File: config.mk
export PLATFORM = sky130hd
export DESIGN_NAME = approx_wallace_tree_accumulator_flat
export DESIGN_NICKNAME = d
export VERILOG_FILES = /design/src/rtl/approx_wallace_tree_accumulator_if.sv /design/src/rtl/approx_wallace_tree_accumulator.sv /design/src/flat_wrapper.sv
export SDC_FILE = /design/constraint.sdc
export NUM_CORES = 1
export LEC_CHECK = 0
export ABC_AREA = 1
export CAP_MARGIN = 10
export CORE_MARGIN = 5
export CORE_UTILIZATION = 53
export DETAILED_ROUTE_END_ITERATION = 10
export GPL_TIMING_DRIVEN = 0
export PLACE_DENSITY = 0.81
export SLEW_MARGIN = 20
export SYNTH_ARGS = -nofsm -noshare
export SYNTH_HDL_FRONTEND = slang
export SYNTH_SLANG_ARGS = --single-unit
File: constraint.sdc
create_clock -name clk -period 2.35 [get_ports clk]
set_clock_uncertainty 0.15 [all_clocks]
set_input_delay 0.47 -clock clk [delete_from_list [all_inputs] [get_ports clk]]
set_output_delay 0.47 -clock clk [all_outputs]
set_load 0.01 [all_outputs]
File: src/rtl/approx_wallace_tree_accumulator_if.sv
// Beat-in / result-out bundle for approx_wallace_tree_accumulator.
// master = upstream producer + result consumer, slave = accumulator.
interface approx_wallace_tree_accumulator_if #(
  parameter int PROD_W = 16,
  parameter int ACC_W  = 24,
  parameter int CNT_W  = 8
);
  logic              clear;
  logic              in_valid;
  logic              in_ready;
  logic [PROD_W-1:0] sum_vec;
  logic [PROD_W-1:0] carry_vec;
  logic              in_last;
  logic              acc_valid;
  logic              acc_ready;
  logic [ACC_W-1:0]  acc_out;
  logic [CNT_W-1:0]  acc_count;
  logic              overflow;

  modport master (
    output clear, in_valid, sum_vec, carry_vec, in_last, acc_ready,
    input  in_ready, acc_valid, acc_out, acc_count, overflow
  );

  modport slave (
    input  clear, in_valid, sum_vec, carry_vec, in_last, acc_ready,
    output in_ready, acc_valid, acc_out, acc_count, overflow
  );
endinterface

File: src/rtl/approx_wallace_tree_accumulator.sv
// Resolves redundant sum/carry with a lower-part-OR adder and accumulates beats.
// Optional macro ACC_SATURATE_EN: clamp the accumulator on carry-out instead of wrapping.
//
// state | meaning
// ACCUM | accepting beats, stage 1 feeding the accumulator
// FLUSH | last beat sits in stage 1, draining into acc
// HOLD  | total complete; acc_valid raised next cycle, held until taken
module approx_wallace_tree_accumulator #(
  parameter int PROD_W      = 16,
  parameter int ACC_W       = 24,
  parameter int CNT_W       = 8,
  parameter int APPROX_LSBS = 4
) (
  input logic clk,
  input logic rst_n,
  approx_wallace_tree_accumulator_if.slave bus
);
  localparam int L = APPROX_LSBS;

  typedef enum logic [1:0] {ACCUM, FLUSH, HOLD} state_t;

  state_t            state;
  logic              s1_valid;
  logic [PROD_W:0]   s1_p;
  logic [ACC_W-1:0]  acc;
  logic [CNT_W-1:0]  cnt;
  logic              ovf;
  logic              acc_valid_q;

  logic              beat_acc;
  logic [PROD_W:0]   p_next;
  logic [ACC_W:0]    acc_sum;
  logic [CNT_W-1:0]  cnt_next;

  assign bus.in_ready  = !bus.clear && (state == ACCUM);
  assign beat_acc      = bus.in_valid && bus.in_ready;
  assign bus.acc_valid = acc_valid_q;
  assign bus.acc_out   = acc;
  assign bus.acc_count = cnt;
  assign bus.overflow  = ovf;

  // Low L bits are ORed; their would-be top carry is approximated by sum&carry of bit L-1.
  generate
    if (L == 0) begin : g_exact
      assign p_next = {1'b0, bus.sum_vec} + {1'b0, bus.carry_vec};
    end else begin : g_approx
      logic              cin;
      logic [PROD_W-L:0] hi;
      assign cin    = bus.sum_vec[L-1] & bus.carry_vec[L-1];
      assign hi     = {1'b0, bus.sum_vec[PROD_W-1:L]} + {1'b0, bus.carry_vec[PROD_W-1:L]}
                      + {{(PROD_W-L){1'b0}}, cin};
      assign p_next = {hi, bus.sum_vec[L-1:0] | bus.carry_vec[L-1:0]};
    end
  endgenerate

  assign acc_sum  = {1'b0, acc} + {{(ACC_W-PROD_W){1'b0}}, s1_p};
  assign cnt_next = (cnt == {CNT_W{1'b1}}) ? cnt : cnt + 1'b1;

  always_ff @(posedge clk) begin
    if (!rst_n || bus.clear) begin
      state       <= ACCUM;
      s1_valid    <= 1'b0;
      s1_p        <= '0;
      acc         <= '0;
      cnt         <= '0;
      ovf         <= 1'b0;
      acc_valid_q <= 1'b0;
    end else begin
      s1_valid <= beat_acc;
      if (beat_acc) s1_p <= p_next;

      if (s1_valid) begin
        cnt <= cnt_next;
`ifdef ACC_SATURATE_EN
        if (ovf || acc_sum[ACC_W]) begin
          acc <= {ACC_W{1'b1}};
          ovf <= 1'b1;
        end else begin
          acc <= acc_sum[ACC_W-1:0];
        end
`else
        acc <= acc_sum[ACC_W-1:0];
        ovf <= ovf | acc_sum[ACC_W];
`endif
      end

      case (state)
        ACCUM: if (beat_acc && bus.in_last) state <= FLUSH;
        FLUSH: state <= HOLD;
        HOLD: begin
          if (!acc_valid_q) begin
            acc_valid_q <= 1'b1;
          end else if (bus.acc_ready) begin
            acc_valid_q <= 1'b0;
            acc         <= '0;
            cnt         <= '0;
            ovf         <= 1'b0;
            state       <= ACCUM;
          end
        end
        default: state <= ACCUM;
      endcase
    end
  end
endmodule

File: src/flat_wrapper.sv
// flat-port wrapper written by rule: the top's interface ports become plain ports
module approx_wallace_tree_accumulator_flat 
#(
  parameter int PROD_W      = 16,
  parameter int ACC_W       = 24,
  parameter int CNT_W       = 8,
  parameter int APPROX_LSBS = 4
)
  (clk, rst_n, bus_clear, bus_in_valid, bus_sum_vec, bus_carry_vec, bus_in_last, bus_acc_ready, bus_in_ready, bus_acc_valid, bus_acc_out, bus_acc_count, bus_overflow);
  approx_wallace_tree_accumulator_if #(.PROD_W(PROD_W), .ACC_W(ACC_W), .CNT_W(CNT_W)) bus_i ();
  input logic clk;
  input logic rst_n;
  input wire logic [$bits(bus_i.clear)-1:0] bus_clear;
  input wire logic [$bits(bus_i.in_valid)-1:0] bus_in_valid;
  input wire logic [$bits(bus_i.sum_vec)-1:0] bus_sum_vec;
  input wire logic [$bits(bus_i.carry_vec)-1:0] bus_carry_vec;
  input wire logic [$bits(bus_i.in_last)-1:0] bus_in_last;
  input wire logic [$bits(bus_i.acc_ready)-1:0] bus_acc_ready;
  output wire logic [$bits(bus_i.in_ready)-1:0] bus_in_ready;
  output wire logic [$bits(bus_i.acc_valid)-1:0] bus_acc_valid;
  output wire logic [$bits(bus_i.acc_out)-1:0] bus_acc_out;
  output wire logic [$bits(bus_i.acc_count)-1:0] bus_acc_count;
  output wire logic [$bits(bus_i.overflow)-1:0] bus_overflow;
  assign bus_i.clear = bus_clear;
  assign bus_i.in_valid = bus_in_valid;
  assign bus_i.sum_vec = bus_sum_vec;
  assign bus_i.carry_vec = bus_carry_vec;
  assign bus_i.in_last = bus_in_last;
  assign bus_i.acc_ready = bus_acc_ready;
  assign bus_in_ready = bus_i.in_ready;
  assign bus_acc_valid = bus_i.acc_valid;
  assign bus_acc_out = bus_i.acc_out;
  assign bus_acc_count = bus_i.acc_count;
  assign bus_overflow = bus_i.overflow;
  approx_wallace_tree_accumulator #(.PROD_W(PROD_W), .ACC_W(ACC_W), .CNT_W(CNT_W), .APPROX_LSBS(APPROX_LSBS)) u_core (.clk(clk), .rst_n(rst_n), .bus(bus_i));
endmodule
---- After elaboration in Yosys (flattened, before gate mapping) ----
Cells that the tools add are included.
storage, ports and cells
  register bits ........................... 54
  input bits .............................. 38
  output and inout port bits .............. 35
operators by class
  add/sub/neg operators ................... 4
  eq/ne operators ......................... 6
  mux-type cells .......................... 19
  bitwise logic cells ..................... 3
  reduce and logical (&&, ||, !) cells .... 8
operators by type and width
  kind                                                  count
  two-way mux 24 bit                                    4
  two-way mux 8 bit                                     5
  adder 24 x 17 -> 25 bit                               1
  adder 12 x 12 -> 13 bit                               1
  adder 13 x 1 -> 13 bit                                1
  adder 8 x 1 -> 8 bit (second input constant)          1
  equality test 8 bit (second input constant)           1
  two-way mux 1 bit                                     6
  two-way mux 2 bit                                     3
  one-hot mux 2 bit (3 select lines)                    1
  != test 2 bit (second input constant)                 2
  OR 4 bit                                              1
  logical AND 1 bit                                     3
  AND reduction 3 bit                                   1
  equality test 2 x 1 -> 1 bit (second input constant)  1
  equality test 2 bit (second input constant)           1
  zero test 1 bit                                       2
  zero test 2 bit                                       1
  != test 2 x 1 -> 1 bit (second input constant)        1
  AND 1 bit                                             1
  logical OR 1 bit                                      1
  OR 1 bit                                              1

---- Logic depth before layout (Yosys ltp) ----
  depth in word-level cells ............... 6
  depth in mapped cells ................... 13

---- Worst setup path after synthesis ----
OpenSTA, ideal clock, no wires.
  kind .................................... input-to-reg
  from .................................... in bus_carry_vec[4]
  to ...................................... reg u_core.s1_p[8]
  setup time .............................. 0.058 ns
  data arrival time ....................... 1.846 ns
  required time ........................... 2.142 ns
  slack ................................... 0.296 ns
  stages on the path ...................... 11
  cells stage by stage .................... inv_1 -> fa_1 -> inv_1 -> fa_1 -> nand3_1 -> nand2_1 -> inv_1 -> or2_2 -> nand3_1 -> o211ai_1 -> inv_1
between the ends
  cells in the longest elaborated chain, start to end .. 2
ends and longest elaborated chain
  what                     line                                   RTL
  start, declared          flat_wrapper.sv:16                     input wire logic [$bits(bus_i.carry_vec)-1:0] bus_carry_vec;
  adder 12 x 12 -> 13 bit  approx_wallace_tree_accumulator.sv:50  assign hi = {1'b0, bus.sum_vec[PROD_W-1:L]} + {1'b0, bus.carry_vec[PROD_W-1:L]}
  adder 13 x 1 -> 13 bit   approx_wallace_tree_accumulator.sv:51  + {{(PROD_W-L){1'b0}}, cin};
  end signal, assigned     approx_wallace_tree_accumulator.sv:70  if (beat_acc) s1_p <= p_next;
  end, declared            approx_wallace_tree_accumulator.sv:24  logic [PROD_W:0] s1_p;
Every way passes these cells.
A chain may end at the register's enable or synchronous reset.

---- Worst setup path in the final report ----
  from .................................... in bus_clear
  to ...................................... out bus_in_ready
between the ends
  cells in the longest elaborated chain, start to end .. 2
ends and longest elaborated chain
  what               line                                   RTL
  start, declared    flat_wrapper.sv:13                     input wire logic [$bits(bus_i.clear)-1:0] bus_clear;
  zero test 1 bit    approx_wallace_tree_accumulator.sv:35  assign bus.in_ready = !bus.clear && (state == ACCUM);
  logical AND 1 bit  approx_wallace_tree_accumulator.sv:35
  end, declared      flat_wrapper.sv:19                     output wire logic [$bits(bus_i.in_ready)-1:0] bus_in_ready;
Every way passes these cells.

==> results.md <==
- # DRC: 0
- Final Util: 0.685
- Routability cong.: 0.893
- Hold Crit Class: input port to flip-flop
- Initial antenna violation count: 0
- Min Hold Slack: 299 ps
- Root buffer selected by CTS: clkbuf_8
- Crit start category: input port
- Crit Path Class: input port to primary output
- FILL cells: 664
- Slew margin rel.: 0.593
- Mean Syn Cell Area: 6.24 um2
- Leakage: 0.00244 uW
- Register area share after synthesis: 0.275
- Setup TNS: 0 ps
- Initial DRC count: 158
- CP arrival: 1720 ps
- Max Freq: 427 MHz
- Core area: 7210 um2
- Final setup vio count: 0
- Global route overflow: 0
- Avg WL per Cell: 12.8 um
- Die Span Y: 96.1 um
- Ratio of cells with drive above 1 in the final layout: 0.0561
- Most frequent cells in the layout: nand2_1, inv_1, nor2_1
- DR pass1 iterations: 5
- Starting Density: 0.544
- Syn Inst Count: 629
- Multi-input logic area: 2410 um2
- DP HPWL: 8430 um
- Register-to-Register Setup Slack: 180 ps
- Post-DRT Antenna Nets: 0
- Aggregate routed wire length: 10400 um
- Vias per cell: 5.15
- Area contributors post-synth: dfxtp_1, nand2_1, inv_1, ha_1, nand3_1
- First-pass GRT wire length: 17000 um
- Setup crit end kind: primary output
- Via count: 4182
- Num Clock Sinks: 54
- CTS tree: yes
- Row Count: 31
- Max clock buf depth: 2
- CP max FO: 2
- Warnings from Yosys: 0
- Area Growth Syn to Fin: 26.0%
- Worst slack, placed: -363 ps
- Setup WS post-layout: 6.40 ps
- Distinct cell type count after synthesis: 33
- Status: finished, final reports clean
- Commonest non-fill, non-tap cell in the layout: nand2_1
- # port buffers: 72
- Minimum clock period after layout: 2340 ps
- Post-synth top area share: 0.275
- Clock latency on the worst-skew pair: 320 ps
- CTS H-Tree Depth: 2
- Pin count of the biggest net entering global routing: 19
- Worst-path clk slew: 100 ps
- Leading area contributor after synthesis: dfxtp_1
- Final Max Tran Viols: 0
- CP required: 1730 ps
- Total global-route track usage: 0.232
- Power Total: 2000 uW
- Die Footprint: 9230 um2
- Final #Nets: 782
- # diodes: 0
- Vias in the first global route: 4007
- Seq cells post-synth: 54
- CTS buffer count: 5
- Max_cap viols: 0
- PD cells: 404 nW/um2
- Register Area: 1080 um2
- Io pins: 73
- Fin crit share: 0.997
- Syn Std Cell Area: 3930 um2
- Syn nets: 699
- Final hold vios: 0
- VDD IR-drop max: 0.000236 V
- Tightest Pin Transition: 611 ps
- Die X: 96.1 um
- Post-cts hold buffer count: 0
==> synthesized netlist by cell type, drive strengths merged <==
cell type  count
nand4          7
o21a           5
or2            2
buf            7
a21oi         35
a31oi          3
a21o           1
ha            29
nor3          16
nand2        167
xnor2          1
fa             3
o21bai         4
xor2           8
o21ai         25
inv          105
o211ai         7
clkbuf         4
nand3         60
nor2          81
a211oi         2
clkinv         1
dfxtp         54
nor4           2
==> power by group <==
group	total, uW	switching, uW	internal [uW]
Sequential	949	15.6	934
Combinational	390	211	179
Clock	658	333	325
==> stage by stage <==
step | instances | area (um2)
floorplan | 629 | 3930
global placement | 800 | 4770
detailed placement | 800 | 4770
CTS | 809 | 4900
global route | 812 | 4940
finish | 812 | 4940
==> final timing paths <==
kind / start / end / depth (start not counted)
worst max-delay path: bus_clear / bus_in_ready / 3
worst min-delay path: bus_sum_vec[3] / u_core.s1_p[3] / 3
worst max register to register: u_core.bus.acc_out[0] / u_core.bus.acc_out[12] / 12
worst min register to register: u_core.bus.overflow / u_core.bus.overflow / 2
==> kinds of logic after synthesis <==
group / after synthesis / synth area share
AOI/OAI and AO/OA: 82 / 0.120
DFF: 54 / 0.275
and+or+nand+nor: 335 / 0.360
adders and majority gates: 32 / 0.108
xor gates and xnor gates: 9 / 0.0201
buffers and inverters: 117 / 0.116
==> layout make-up <==
cell class                      count  area share
Clock inverter                      3     0.00987
Inverter                          106      0.0805
Timing Repair Buffer               76       0.153
Sequential cell                    54       0.219
Multi-Input combinational cell    458       0.487
Tap cell                           99      0.0251
Clock buffer                        5      0.0139
Buffer                             11      0.0119
==> registers in the layout (all words and copies together), names as in the netlist <==
| name | count |
|---|---|
| u_core.bus.acc_count | 8 |
| u_core.s1_p | 17 |
| u_core.bus.acc_out | 24 |
| u_core.bus.acc_valid | 1 |
| u_core.bus.overflow | 1 |
| u_core.s1_valid | 1 |
| u_core.state | 2 |
==> layer usage <==
metal  vias up  GRT usage  part of all wire  wire [um]
met4         0     0.0616             0.015        159
met3        13     0.0336             0.051        535
met2       100      0.453              0.51       5350
met1      1893      0.258              0.42       4370
li1       2176          -                 -          -
met5         -          0                 0          0
==> repair_timing <==
item | in CTS | in global routing
resized for setup | 1 | 11
buffers inserted | 1 | 3
endpoints found under the setup margin | 2 | 7
pin swaps | 1 | 8
==> worst max-delay path, cell delays in order <==
cell and delay (ps):
clkdlybuf4s50_1 470, nor2_1 210, clkdlybuf4s50_1 580
(Power assumes the default switching activity.)
